===== src/rtl/axi_chan_multicut.sv =====
// axi_chan_multicut: NoCuts valid/ready register slices in series for one AXI channel.
// Latency NoCuts edges; FullBw slices are 2-entry skids (1 beat/cycle), else 1-entry (1 beat/2 cycles); slv_ready_o drops at capacity.
module axi_chan_multicut #(
  parameter int unsigned  DataWidth = 32,
  parameter int unsigned  NoCuts    = 1,
  parameter bit           FullBw    = 1'b1,
  localparam int unsigned Cap       = (FullBw ? 2 : 1) * NoCuts,
  localparam int unsigned OccW      = (Cap > 0) ? $clog2(Cap + 1) : 1
) (
  input  logic                 clk_i,
  input  logic                 rst_ni,
  input  logic                 slv_valid_i,
  output logic                 slv_ready_o,
  input  logic [DataWidth-1:0] slv_data_i,
  output logic                 mst_valid_o,
  input  logic                 mst_ready_i,
  output logic [DataWidth-1:0] mst_data_o,
  output logic [OccW-1:0]      occ_o
);

  if (NoCuts == 0) begin : g_wire
    assign mst_valid_o = slv_valid_i;
    assign slv_ready_o = mst_ready_i;
    assign mst_data_o  = slv_data_i;
    assign occ_o       = '0;
  end else begin : g_chain
    // Index i is the input side of slice i; index NoCuts is the master port.
    logic                 vld [NoCuts+1];
    logic                 rdy [NoCuts+1];
    logic [DataWidth-1:0] dat [NoCuts+1];
    logic [OccW-1:0]      occ_q;
    logic                 up;
    logic                 dn;

    assign vld[0]      = slv_valid_i;
    assign dat[0]      = slv_data_i;
    assign slv_ready_o = rdy[0];
    assign mst_valid_o = vld[NoCuts];
    assign mst_data_o  = dat[NoCuts];
    assign rdy[NoCuts] = mst_ready_i;

    for (genvar i = 0; i < NoCuts; i++) begin : g_cut
      if (FullBw) begin : g_skid
        logic                 valid_q;
        logic                 full_q;
        logic                 push;
        logic                 pop;
        logic [DataWidth-1:0] d0_q;
        logic [DataWidth-1:0] d1_q;

        // d0_q always holds the older beat; d1_q is only live while full_q.
        assign push     = vld[i] & ~full_q;
        assign pop      = valid_q & rdy[i+1];
        assign rdy[i]   = ~full_q;
        assign vld[i+1] = valid_q;
        assign dat[i+1] = d0_q;

        always_ff @(posedge clk_i) begin
          if (!rst_ni) begin
            valid_q <= 1'b0;
            full_q  <= 1'b0;
            d0_q    <= '0;
            d1_q    <= '0;
          end else if (push && pop) begin
            d0_q <= dat[i];
          end else if (push) begin
            if (valid_q) begin
              d1_q   <= dat[i];
              full_q <= 1'b1;
            end else begin
              d0_q    <= dat[i];
              valid_q <= 1'b1;
            end
          end else if (pop) begin
            if (full_q) begin
              d0_q   <= d1_q;
              full_q <= 1'b0;
            end else begin
              valid_q <= 1'b0;
            end
          end
        end
      end else begin : g_half
        logic                 full_q;
        logic [DataWidth-1:0] d_q;

        assign rdy[i]   = ~full_q;
        assign vld[i+1] = full_q;
        assign dat[i+1] = d_q;

        // Ready is ~full_q, so a push can never coincide with a pop.
        always_ff @(posedge clk_i) begin
          if (!rst_ni) begin
            full_q <= 1'b0;
            d_q    <= '0;
          end else if (full_q) begin
            if (rdy[i+1]) full_q <= 1'b0;
          end else if (vld[i]) begin
            full_q <= 1'b1;
            d_q    <= dat[i];
          end
        end
      end
    end

    assign up = slv_valid_i & rdy[0];
    assign dn = vld[NoCuts] & mst_ready_i;

    always_ff @(posedge clk_i) begin
      if (!rst_ni) begin
        occ_q <= '0;
      end else if (up && !dn) begin
        occ_q <= occ_q + OccW'(1);
      end else if (dn && !up) begin
        occ_q <= occ_q - OccW'(1);
      end
    end

    assign occ_o = occ_q;

    a_occ_cap: assert property (@(posedge clk_i) disable iff (!rst_ni) occ_q <= OccW'(Cap));
    a_mst_hold: assert property (@(posedge clk_i) disable iff (!rst_ni)
      (mst_valid_o && !mst_ready_i) |=> (mst_valid_o && $stable(mst_data_o)));
  end

endmodule

===== config.mk =====
export PLATFORM = sky130hd
export DESIGN_NAME = axi_chan_multicut
export DESIGN_NICKNAME = d
export VERILOG_FILES = /design/src/rtl/axi_chan_multicut.sv
export SDC_FILE = /design/constraint.sdc
export NUM_CORES = 1
export LEC_CHECK = 0
export CAP_MARGIN = 20
export CORE_ASPECT_RATIO = 1.75
export CORE_MARGIN = 10
export CORE_UTILIZATION = 53
export CTS_CLUSTER_DIAMETER = 100
export DETAILED_ROUTE_END_ITERATION = 7
export GPL_TIMING_DRIVEN = 0
export PLACE_DENSITY = 0.85
export SETUP_SLACK_MARGIN = 0.4
export SLEW_MARGIN = 20
export SYNTH_ARGS = -nofsm -noshare
export SYNTH_HDL_FRONTEND = slang
export SYNTH_SLANG_ARGS = --single-unit

===== constraint.sdc =====
create_clock -name clk_i -period 7 [get_ports clk_i]
set_input_delay 2.1 -clock clk_i [delete_from_list [all_inputs] [get_ports clk_i]]
set_output_delay 2.1 -clock clk_i [all_outputs]
set_load 0.03 [all_outputs]

* Word level (Yosys, flattened, before mapping)
Cells that the tools add are included.
** Storage, ports and cells
- Register bits :: 68
- Bits in latches :: 0
- RAM bits :: 0
- ROM bits :: 0
- Input bits :: 36
- Word-level logic and storage cells :: 40
- Memories kept :: 0
** Cells by class
- Add/sub/neg operators :: 2
- Multipliers :: 0
- Divide/modulo/power cells :: 0
- Magnitude comparators :: 0
- Eq/ne operators :: 3
- Shift operators :: 0
- Muxes and demuxes :: 13
- Bitwise gates (word level) :: 4
- Reductions and logical operators :: 13
** Operators with widths (count)
- 32-bit two-way mux :: 5
- 3-bit AND reduction :: 4
- 1-bit two-way mux :: 6
- 3-bit nonzero test :: 2
- 2-bit two-way mux :: 2
- 2-bit nonzero test :: 2
- 1-bit logical AND :: 3
- 3-bit by 2-bit != test with 1-bit output, second input constant :: 1
- 2-bit by 1-bit adder with 2-bit output, second input constant :: 1
- 1-bit bitwise AND :: 2
- 1-bit zero test :: 2
- 2-bit by 1-bit != test with 1-bit output, second input constant :: 1
- 2-bit != test, second input constant :: 1
- 1-bit NOT :: 2
- 2-bit by 1-bit subtractor with 2-bit output, second input constant :: 1

* Depth between registers and ports, before layout
- Depth after elaboration :: 6
- Depth in mapped cells :: 10
- Depth with buffers taken out :: 6

* Worst setup path after synthesis
No wires, ideal clock.
- Kind :: input to register
- Start point :: input slv_valid_i
- End point :: register g_chain.g_cut[0].g_skid.d0_q[0] (netlist: mst_data_o[0])
- Data arrival time :: 3.692 ns
- Path slack :: 3.222 ns
- Stages on the path :: 10
- Path buffers :: 5
- Path through :: nor2b_1 > buf_4 > buf_8 > buf_4 > ha_1 > nand2b_1 > buf_2 > a21o_1 > buf_2 > a211oi_1
** Between the ends
- Word-level cells in the longest chain between the ends :: 4
- Elaborated cells between the ends (all ways) :: 8
- Those cells by class :: 1 x eq/ne; 2 x mux; 1 x bitwise; 4 x reduce/logical
** Ends and longest elaborated chain
- start, declared :: RTL line 12 : input logic slv_valid_i,
- 1-bit bitwise AND * :: RTL line 52 : assign push = vld[i] & ~full_q;
- named net g_chain.g_cut[0].g_skid.push :: RTL line 46 : logic push;
- 1-bit logical AND :: RTL line 64 : end else if (push && pop) begin
- 3-bit by 2-bit != test with 1-bit output (no source line) / 3-bit nonzero test (equally long branches)
- 3-bit AND reduction (no source line)
- end signal, assigned :: RTL line 65 : d0_q <= dat[i];
- end signal, assigned :: RTL line 71 : d0_q <= dat[i];
- end signal, assigned :: RTL line 76 : d0_q <= d1_q;
- end, declared :: RTL line 48 : logic [DataWidth-1:0] d0_q;
The timed path passes the listed nets; every way through them passes the cells marked *.
A chain may end at the register's enable or synchronous reset.

* Worst setup path after layout
- Start point :: input slv_valid_i
- End point :: register g_chain.g_cut[0].g_skid.d0_q[13] (netlist: mst_data_o[13])
The elaborated chain is that of the path after synthesis.

==> impl_metrics.json <==
{
  "finalSetupTns_ns": 0,
  "cap_viol_max_count": 0,
  "initial_core_util_pct": 54.92,
  "grt.total_usage_pct": 18.39,
  "min_period_over_period_pct": 61.99,
  "async_reset_ff_share_pct": 0,
  "synth_edf_count": 0,
  "drive_above_1_share_pct": 9.069,
  "worst_pin_slew_ns": 0.5408,
  "path_class": "in -> reg",
  "critPathMaxStageDelay_ns": 0.53,
  "holdBufCountCts": 0,
  "stdcell_area_sq_mm": 0.003986,
  "cts_tree": "built",
  "area_growth_pct": 35.86,
  "cts_buffers": 9,
  "grt_pass1_wl_microns": 13740,
  "drt_pass1_iterations": 4,
  "yosys.cell_types.count": 25,
  "placed_area_sq_mm": 0.003737,
  "chipHeight_microns": 118.4,
  "num-nets-final": 442,
  "ys_seq_area_share_pct": 46.40,
  "grt_max_degree": 13,
  "h-tree-depth": 3,
  "ys.flop_type": "dfxtp_1",
  "ff2ff_path_depth": 10,
  "min_path_cells": 2,
  "avgViaCountPerCell": 5.477,
  "drt_iter0_drc": 164,
  "cts_setup_buffers": 0,
  "worstSetupEndpointType": "register",
  "grt-ovfl-total": 0,
  "hold_viol_final": 0,
  "ir_worst_vdd_v": 0.0002479,
  "clkTransAtPathRegs_ns": 0.08,
  "wl_per_cell_microns": 16.81,
  "synth_most_common_cell": "dfxtp_1",
  "synth.area.mux_share_pct": 11.26,
  "core_area_sq_mm": 0.005343,
  "critPathArrivalTime_ns": 4.61,
  "status": "completed",
  "power_w": 0.001022,
  "whs_ns": 0.4549,
  "synthXorXnorAreaFrac_pct": 0.5970,
  "insertion_delay_ns": 0.35,
  "die_width_microns": 76.25,
  "setup_viol": 0,
  "num_vias": 2640,
  "pin_count": 72,
  "cp-start-kind": "primary input",
  "netlist_area_sq_mm": 0.002934,
  "slowest_stage": "clkdlybuf4s50_1",
  "synth_fa_ha_area_share_pct": 1.279,
  "ys_seq_elements": 68,
  "synth_top_cells_by_count": "68 x dfxtp_1, 65 x nand2_1, 64 x a211oi_1, 33 x a21oi_1, 33 x mux2i_1",
  "period_minus_slack_ns": 4.339,
  "synth_top_family_by_area": "compound AO/OA/AOI/OAI gates",
  "powerDensity_mw_per_mm2": 256.4,
  "p_leak_nw": 1.497,
  "avgSynthCellArea_sq_um": 9.140,
  "crit_path_cell_trace": "clkdlybuf4s50_1 > nor2b_1 > buf_4 > buf_8 > buf_4 > ha_1 > nand2b_1 > buf_2 > clkbuf_1 > a211oi_1 > a211oi_1",
  "cts_buffer_depth": 2,
  "clock_skew_ns": 0.005702,
  "syn_nets": 360,
  "cts_num_sinks": 68,
  "antenna_found_initial": 0,
  "relSlewSlack_pct": 63.95,
  "fmax_mhz": 230.5,
  "cp_max_fo": 11,
  "num_antenna_cells": 0,
  "ys_warn_count": 0,
  "std_cell_rows": 35,
  "rsz0062_at_grt": "no",
  "dieArea_sq_mm": 0.009029,
  "synth_top_area_cell": "dfxtp_1",
  "portBuffers": 71,
  "worstPathRequired_ns": 7.27,
  "hold_path.class": "reg -> reg",
  "synthTopCellsByArea": "dfxtp_1 46%, a211oi_1 16%, mux2i_1 11%, nand2_1 8.3%, a21oi_1 5.6%",
  "root_buffer": "clkbuf_8",
  "synth-simple-area-share_pct": 10.41,
  "synth_compound_area_share_pct": 22.86,
  "dp_hpwl_microns": 5947,
  "maxSlewViolCount": 0,
  "cts_resized": 0,
  "routabilityCongestion": 0.7791,
  "drtAntennaViolNets": 0,
  "drt_wl_total_microns": 8103,
  "first_global_vias": 2857,
  "drc": 0,
  "syn_inst": 321,
  "synth_top_cell_area_share_pct": 46.40
}
cells in the final DEF (no fill, tap or decap), types with 2 or more instances in the layout:
| master | count |
|---|---|
| a211oi_1 | 64 |
| a21oi_1 | 33 |
| buf_2 | 12 |
| buf_4 | 6 |
| bufinv_16 | 3 |
| clkbuf_1 | 14 |
| clkbuf_8 | 10 |
| clkdlybuf4s50_1 | 71 |
| dfxtp_1 | 68 |
| ha_1 | 3 |
| inv_1 | 4 |
| mux2i_1 | 33 |
| nand2_1 | 65 |
| nor2_1 | 4 |
| o21ai_0 | 2 |
worst paths after layout:
check | start | end | slack [ns]
max | slv_valid_i | mst_data_o[13] | 2.66
min | g_chain.g_cut[0].g_skid.d1_q[22] | g_chain.g_cut[0].g_skid.d1_q[22] | 0.45
max reg2reg | g_chain.g_cut[0].g_skid.full_q | mst_data_o[13] | 4.60
min reg2reg | g_chain.g_cut[0].g_skid.d1_q[22] | g_chain.g_cut[0].g_skid.d1_q[22] | 0.45
layout make-up:
cell class | instances | area (sq um)
plain buffers | 34 | 192.7
clock buffers | 10 | 137.6
clock inverters | 6 | 111.4
fillers | 423 | 1356
inverters | 5 | 18.77
multi-input cells | 214 | 1361
flip-flops and latches | 68 | 1361
well taps | 74 | 92.59
repair buffers | 71 | 710.7
per-stage QoR:
stage	worst slack [ns]	util, %	instances
2_1_floorplan	3.222	-	321
3_3_place_gp	2.441	69.95	466
3_5_place_dp	2.349	69.95	466
4_1_cts	2.692	74.61	482
5_1_grt	2.454	74.61	482
6_report	2.661	74.61	482
routing by layer:
metal	track usage [%]	vias up	share of wire (%)
met5	0	-	0
met4	10.98	0	3.2
met3	3.187	19	2.9
met2	33.99	57	53
met1	18.55	1253	41
li1	-	1311	-
registers in the layout, indices dropped and copies added, names as in the netlist:
signal / cells
mst_valid_o: 1
mst_data_o: 32
occ_o: 2
g_chain.g_cut.g_skid.full_q: 1
g_chain.g_cut.g_skid.d1_q: 32
worst max-delay path, delay by kind of cell:
kind / cells / cell delay, ns
fa+ha+maj: 1 / 0.22
buf+inv: 6 / 1.59
compound gates: 2 / 0.41
simple gates: 2 / 0.28
power breakdown:
part	leakage [nW]	total, W	switching [W]	internal, W
registers	0.557	0.000426	0.0000147	0.000411
clock network	0.122	0.000401	0.000155	0.000246
logic	0.818	0.000195	0.000107	0.0000886
logic make-up (layout without fill, tap and decap cells):
group | count (synthesis) | in the layout
buffers and inverters | 39 | 126
adder cells (fa/ha/maj) | 3 | 3
XOR/XNOR | 2 | 2
flip-flops | 68 | 68
multiplexers | 33 | 33
AND/OR/NAND/NOR | 75 | 75
AO/OA/AOI/OAI | 101 | 101
Power figures use the tool's default switching activity.
